===== src/rtl/gun_shot_ctrl.sv =====
// Gun position and single-bullet sequencer; buttons act 2 cycles after the pin, motion only on frame_tick.
// No backpressure: shot_fired is combinational in the launch cycle, all other outputs are registered.
module gun_shot_ctrl #(
    parameter int STEP     = 15,
    parameter int XMIN     = 20,
    parameter int XMAX     = 620,
    parameter int Y0       = 440,
    parameter int BSTEP    = 8,
    parameter int COOLDOWN = 8
) (
    input  logic       clk,
    input  logic       rst_n,
    input  logic       frame_tick,
    input  logic       bDer,
    input  logic       bIzq,
    input  logic       bFire,
    input  logic       hit,
    output logic [9:0] gunx,
    output logic [9:0] bullet_x,
    output logic [9:0] bullet_y,
    output logic       bullet_active,
    output logic       shot_fired
);

    localparam int          CW      = (COOLDOWN < 2) ? 1 : $clog2(COOLDOWN + 1);
    localparam logic [9:0]  GUN_RST = 10'd310;

    typedef enum logic [1:0] {IDLE, FLY, HIT} state_t;

    state_t          state, state_nxt;
    logic [2:0]      sync1, sync2;   // {fire, left, right}
    logic            fire_d;
    logic            fire_req;
    logic [CW-1:0]   cooldown;
    logic            right, left, fire_rise;
    logic [10:0]     gun_wide, gun_up, gun_dn;
    logic [9:0]      gun_nxt;

    always_ff @(posedge clk or negedge rst_n) begin
        if (!rst_n) begin
            sync1  <= '0;
            sync2  <= '0;
            fire_d <= 1'b0;
        end else begin
            sync1  <= {bFire, bIzq, bDer};
            sync2  <= sync1;
            fire_d <= sync2[2];
        end
    end

    assign right     = sync2[0] & ~sync2[1];
    assign left      = sync2[1] & ~sync2[0];
    assign fire_rise = sync2[2] & ~fire_d;

    // Saturating step at 11 bits; bit 10 of gun_dn flags an underflow below zero.
    always_comb begin
        gun_wide = {1'b0, gunx};
        gun_up   = gun_wide + 11'(STEP);
        gun_dn   = gun_wide - 11'(STEP);
        gun_nxt  = gunx;
        if (right)
            gun_nxt = (gun_up > 11'(XMAX)) ? 10'(XMAX) : gun_up[9:0];
        else if (left)
            gun_nxt = (gun_dn[10] || gun_dn < 11'(XMIN)) ? 10'(XMIN) : gun_dn[9:0];
    end

    always_ff @(posedge clk or negedge rst_n) begin
        if (!rst_n) state <= IDLE;
        else        state <= state_nxt;
    end

    always_comb begin
        state_nxt = state;
        case (state)
            IDLE: if (frame_tick && fire_req && cooldown == '0) state_nxt = FLY;
            FLY: begin
                if (hit)                                    state_nxt = HIT;
                else if (frame_tick && bullet_y < 10'(BSTEP)) state_nxt = IDLE;
            end
            HIT:  if (frame_tick) state_nxt = IDLE;
            default: state_nxt = IDLE;
        endcase
    end

    always_comb begin
        bullet_active = (state == FLY);
        shot_fired    = (state == IDLE) && frame_tick && fire_req && (cooldown == '0);
    end

    // A fire edge landing on the same cycle as frame_tick is lost: the tick clears fire_req.
    always_ff @(posedge clk or negedge rst_n) begin
        if (!rst_n) begin
            gunx     <= GUN_RST;
            bullet_x <= '0;
            bullet_y <= '0;
            fire_req <= 1'b0;
            cooldown <= '0;
        end else begin
            if (frame_tick) gunx <= gun_nxt;

            if (frame_tick)     fire_req <= 1'b0;
            else if (fire_rise) fire_req <= 1'b1;

            case (state)
                IDLE: begin
                    if (frame_tick) begin
                        if (cooldown != '0) begin
                            cooldown <= cooldown - 1'b1;
                        end else if (fire_req) begin
                            bullet_x <= gunx;
                            bullet_y <= 10'(Y0);
                        end
                    end
                end
                FLY: begin
                    if (!hit && frame_tick) begin
                        if (bullet_y < 10'(BSTEP)) cooldown <= CW'(COOLDOWN);
                        else                       bullet_y <= bullet_y - 10'(BSTEP);
                    end
                end
                HIT: begin
                    if (frame_tick) cooldown <= CW'(COOLDOWN);
                end
                default: ;
            endcase
        end
    end

endmodule

===== config.mk =====
export PLATFORM = sky130hd
export DESIGN_NAME = gun_shot_ctrl
export DESIGN_NICKNAME = d
export VERILOG_FILES = /design/src/rtl/gun_shot_ctrl.sv
export SDC_FILE = /design/constraint.sdc
export NUM_CORES = 1
export LEC_CHECK = 0
export ABC_AREA = 1
export BUFFER_PORTS_ARGS = -buffer_cell sky130_fd_sc_hd__buf_2
export CAP_MARGIN = 30
export CORE_AREA = 2 2 108 58
export DETAILED_ROUTE_END_ITERATION = 16
export DIE_AREA = 0 0 110 60
export PLACE_DENSITY = 0.61
export SLEW_MARGIN = 10
export SYNTH_ARGS = -nofsm -noshare
export SYNTH_HDL_FRONTEND = slang
export SYNTH_SLANG_ARGS = --single-unit

===== constraint.sdc =====
create_clock -name clk -period 5.25 [get_ports clk]
set_clock_uncertainty 0.2 [all_clocks]
set_input_delay 0.7875 -clock clk [delete_from_list [all_inputs] [get_ports clk]]
set_output_delay 0.7875 -clock clk [all_outputs]
set_load 0.02 [all_outputs]

Yosys cells after proc, flatten, opt, wreduce, memory -nomap -nowiden
Index checks and enable logic that the tools add are counted.
W data, S select, Z words.
{ "word_totals": {"register_bits": 44, "inputBits": 7, "out_inout_bits": 32} }
{ "classes": {"addsub": 4, "n_lt_le_gt_ge": 3, "n_eq_ne": 12, "n_mux": 23, "n_bitwise": 7, "reduce_logical": 21} }
{ "ops": {"columns": ["op", "n"], "rows": [
  ["$mux W10", 9],
  ["$mux W4", 5],
  ["$pmux W10 S2", 1],
  ["$ne A2 B2 Y1 const B", 6],
  ["$pmux W4 S3", 1],
  ["$reduce_and A6 Y1", 2],
  ["$add A10 B4 Y11 const B", 1],
  ["$gt A11 B10 Y1 const B", 1],
  ["$lt A11 B5 Y1 const B", 1],
  ["$sub A10 B4 Y11 const B", 1],
  ["$lt A10 B4 Y1 const B", 1],
  ["$sub A10 B4 Y10 const B", 1],
  ["$mux W2", 4],
  ["$logic_and A1 B1 Y1", 7],
  ["$ne A2 B1 Y1 const B", 3],
  ["$pmux W2 S3", 1],
  ["$reduce_bool A2 Y1", 3],
  ["$logic_not A4 Y1", 1],
  ["$not A1 Y1", 4],
  ["$reduce_and A4 Y1", 1],
  ["$reduce_bool A4 Y1", 1],
  ["$sub A4 B1 Y4 const B", 1],
  ["$and A1 B1 Y1", 3],
  ["$ne A3 B2 Y1 const B", 1],
  ["9 further kinds", 10]
]} }

Logic depth before layout (Yosys ltp)
{ "logic_depth": {"ltp_word": 6, "mapped_depth": 15} }

Worst setup path before layout
Ideal clock, no wire load.
{ "synth_path": {"kind": "input-to-output", "from": "input frame_tick", "to": "output shot_fired", "arrival_ns": 1.339, "t_required_ns": 4.263, "setup_slack_ns": 2.924, "stages": 3, "path_buffers": 1, "path_cell_list": "inv_1 nor3_1 buf_2"} }
{ "synth_via": {"elab_chain_cells": 3} }
{ "synth_lines": {"columns": ["item", "line_no", "text"], "rows": [
  ["start: declaration", "13", "input logic frame_tick,"],
  ["$logic_and A1 B1 Y1 (3 in a row)", "87", "shot_fired = (state == IDLE) && frame_tick && fire_req && (cooldown == '0);"],
  ["end: declaration", "22", "output logic shot_fired"]
]} }
Every way passes these cells.

Worst setup path after layout
{ "layout_path": {"from": "register cooldown[0]", "to": "output shot_fired"} }
{ "layout_via": {"elab_chain_cells": 2} }
{ "layout_lines": {"columns": ["item", "line_no", "text"], "rows": [
  ["start: declaration", "34", "logic [CW-1:0] cooldown;"],
  ["start signal: assignment", "108", "cooldown <= cooldown - 1'b1;"],
  ["start signal: assignment", "117", "if (bullet_y < 10'(BSTEP)) cooldown <= CW'(COOLDOWN);"],
  ["start signal: assignment", "122", "if (frame_tick) cooldown <= CW'(COOLDOWN);"],
  ["$logic_not A4 Y1", "87", null],
  ["$logic_and A1 B1 Y1", "87", null]
]} }
Every way passes these cells.

==> results.md <==
- Outcome: finished clean
- Resize count post-CTS: 0
- Max_cap viols: 0
- Residual DRC count: 0
- Final design area excluding fillers: 0.002805 sq mm
- Adder-cell share of the synthesized area: 5.051%
- Comb power frac: 52.4%
- Worst reg2reg startpoint: gunx[1]
- Post-DP Area: 0.002695 sq mm
- Critical Path RT: 4.26 ns
- Crit path capture type: primary output
- Data arrival time at the worst-slack endpoint: 1.80 ns
- Total number of H-tree levels: 2
- Worst Hold Class: in2async
- Cell area power density: 612.6 mW/mm^2
- Critical-path cell list: inv_1 -> ha_1 -> nand3_1 -> nor2_1 -> inv_1 -> nor3_2 -> buf_4 -> buf_2
- DP HPWL: 4670 microns
- Routed Antenna Nets: 0
- Portion of the post-synthesis area used by sequential elements: 41.67%
- # port buffers: 35
- CP max stage cell: dfrtp_1
- Mapped cell area: 0.002477 sq mm
- Starting DRT DRC Count: 161
- Core Util, Final: 48.95%
- Number of unique standard cell types used by synthesis: 33
- Core box area: 0.005731 sq mm
- Vertical extent of the die: 60 microns
- Final nets: 386
- CP Launch Point: cooldown[0]
- Die X: 110 microns
- DIE AREA: 0.006600 sq mm
- Fraction of synthesized cell area in xor and xnor cells: 1.061%
- Final number of max-transition violations: 0
- Clock latency of the later-clocked register in the worst-skew pair: 0.29 ns
- Clock buffer depth: 2
- Share of cells above drive strength 1: 18.38%
- Final-report hold violation count: 0
- Average cell area after synthesis: 7.417 sq um
- Startpoint type of the worst setup path: flip-flop
- Crit path largest cell delay: 0.37 ns
- Area growth, synth to finish: 13.23%
- Internal Dissipation: 0.8602 mW
- N_diodes: 0
- Clock tree from TritonCTS: done
- Initial Utilization: 43.23%
- Post-layout min period: 2.792 ns
- Number of iterations in the first detailed-routing pass: 5
- Crit path top cell by count: inv_1
- Total via count after detailed routing: 2,275
- Seq cells post-synth: 41
- Initial antenna violation count: 0
- Row count: 20
- Root buffer cell: clkbuf_8
- Number of setup buffers added after CTS: 0
- Worst Path Buf+Inv: 4
- Pin count of the biggest net entering global routing: 42
- Warnings, synthesis: 0
- RSZ-0062 raised after global routing: no
- Main combinational cell family by area after synthesis: simple AND/OR/NAND/NOR gates
- Type of the worst setup path: reg2out
- Clock slew seen by the registers of the worst setup and hold paths: 0.08 ns
- Leakage power: 1.447 nW
- Critical-path maximum fanout: 21
- Overflow left after global routing: 0
- Highest clock rate: 358.1 MHz
- Number of I/O pins: 39
- Average via count per standard cell: 5.089
- Multiplexer share of the synthesized area: 0%
- Post-DR wirelength/cell: 13.50 microns
- Peak supply drop: 241.3 uV
- Simple-gate area share of the yosys netlist: 32.17%
- Headroom to the max-slew limit: 51.61%
- Share of the synthesized area in compound gates (AO/OA/AOI/OAI): 9.343%
- Clock network fraction of total power: 12.4%
- Transition time at the pin with the least slew margin: 0.7231 ns
- Total negative slack for setup checks: 0 ns
- Final cycle utilization of the critical path: 53.19%
- Number of global-route vias before repair: 1,960
- Worst hold slack across all endpoints: 0.1344 ns
- Clk sink count: 41
- Inserted Clock Buffers: 5
- GRT Total Usage: 20.58%
- Switching power share of the total: 49.94%
- Share of power burned in registers: 35.2%
- Post-cts hold buffer count: 0
- R2R Setup Slk: 2.83 ns
- Total wire length: 6035 microns
- Family with the most delay on the worst path: buffers and inverters
- Final-report setup violation count: 0
- Count of mapped cells out of synthesis: 334
- Net switching power: 0.8582 mW
- Final RePlAce weighted congestion: 0.8261
- Global-route wire length before repair: 10,050 microns
[power by group through the flow]
stage	combinational [mW]	clock [mW]	sequential (mW)
final	0.901	0.213	0.605
after global routing	1.03	0.237	0.627
after CTS	0.900	0.218	0.604
after detailed placement	0.897	0	0.610
after global placement	0.890	0	0.608
after floorplan	0.580	0	0.670
[state kept, by name (all words and copies together), names as in the netlist]
register / count
fire_d: 1
gunx: 10
sync2: 3
sync1: 3
state: 2
cooldown: 4
bullet_y: 7
bullet_x: 10
fire_req: 1
[worst paths after layout]
kind	depth (start not counted)	end
max	8	shot_fired
min in group clk	0	sync2[1]
max in group asynchronous	2	gunx[1]
min reg2reg	0	sync2[1]
min	1	sync2[2]
max reg2reg	13	gunx[3]
[worst reg2reg max path, cell delays in order, from the launching register on]
cell     delay [ns]
dfstp_2        0.64
inv_1          0.11
ha_1           0.26
nand2_1        0.09
nand2_1        0.07
nor2_1         0.14
nand2_1        0.09
nand2_1        0.07
nand3_1        0.10
nand2_1        0.12
nand3_2        0.15
nand3_1        0.12
nand2_1        0.06
o21ai_1        0.12
[synthesized netlist by cell type]
master	count	share of area, %
nand2_1	86	13
inv_1	44	6.7
dfrtp_1	36	36
nor2_1	36	5.5
nand3_1	25	5.1
a21oi_1	19	3.8
ha_1	10	5.1
nand4_1	10	2.5
o21ai_0	10	2.0
buf_2	5	1.0
buf_4	5	1.5
dfstp_2	5	5.3
nand3_2	5	2.0
a22oi_1	4	1.2
inv_2	4	0.61
o21ai_1	4	0.81
nand2_2	3	0.76
nor2_2	3	0.76
clkinv_1	2	0.30
nor3_1	2	0.40
nor4_1	2	0.50
o22ai_1	2	0.50
xor2_1	2	0.71
a21oi_2	1	0.35
a31oi_1	1	0.25
buf_6	1	0.45
conb_1	1	0.15
nand4_2	1	0.50
nor2_4	1	0.45
nor3_2	1	0.40
nor3b_1	1	0.30
o221ai_1	1	0.35
xnor2_1	1	0.35
[per-layer routing]
layer	global-route usage [%]	vias up	wire length, microns
met5	0	-	0
met4	4.882	0	48
met3	4.907	5	552
met2	25.15	92	2116
met1	34.49	1033	3317
li1	-	1145	-
[cell type report]
type | instances | area [sq um]
multi-input cells | 234 | 1196
fillers | 572 | 2925
clock buffers | 8 | 90.09
well taps | 77 | 96.34
inverters | 50 | 187.7
repair buffers | 37 | 202.7
flip-flops and latches | 41 | 1032
[logic make-up after synthesis]
logic type,count (synthesis)
compound gates,42
xor+xnor,3
fa+ha+maj,10
buf+inv,61
flops,41
other cells,1
simple gates,176
[cells in the final DEF, fill, tap and decap left out, types with 5 or more instances in the layout]
cell type,netlist,layout
nand3_2,5,5
nor2_1,36,36
buf_2,5,35
ha_1,10,10
nand2_1,86,86
nand3_1,25,25
a21oi_1,19,19
clkbuf_8,0,6
o21ai_0,10,10
nand4_1,10,10
dfstp_2,5,5
dfrtp_1,36,36
inv_1,44,44
[through the flow]
stage,power (mW),setup slack [ns],std cells
floorplan,1.250,2.924,336
global placement,1.497,2.668,438
detailed placement,1.507,2.504,438
CTS,1.723,2.452,446
global route,1.891,2.320,447
finish,1.718,2.458,447
Power figures use the tool's default switching activity.
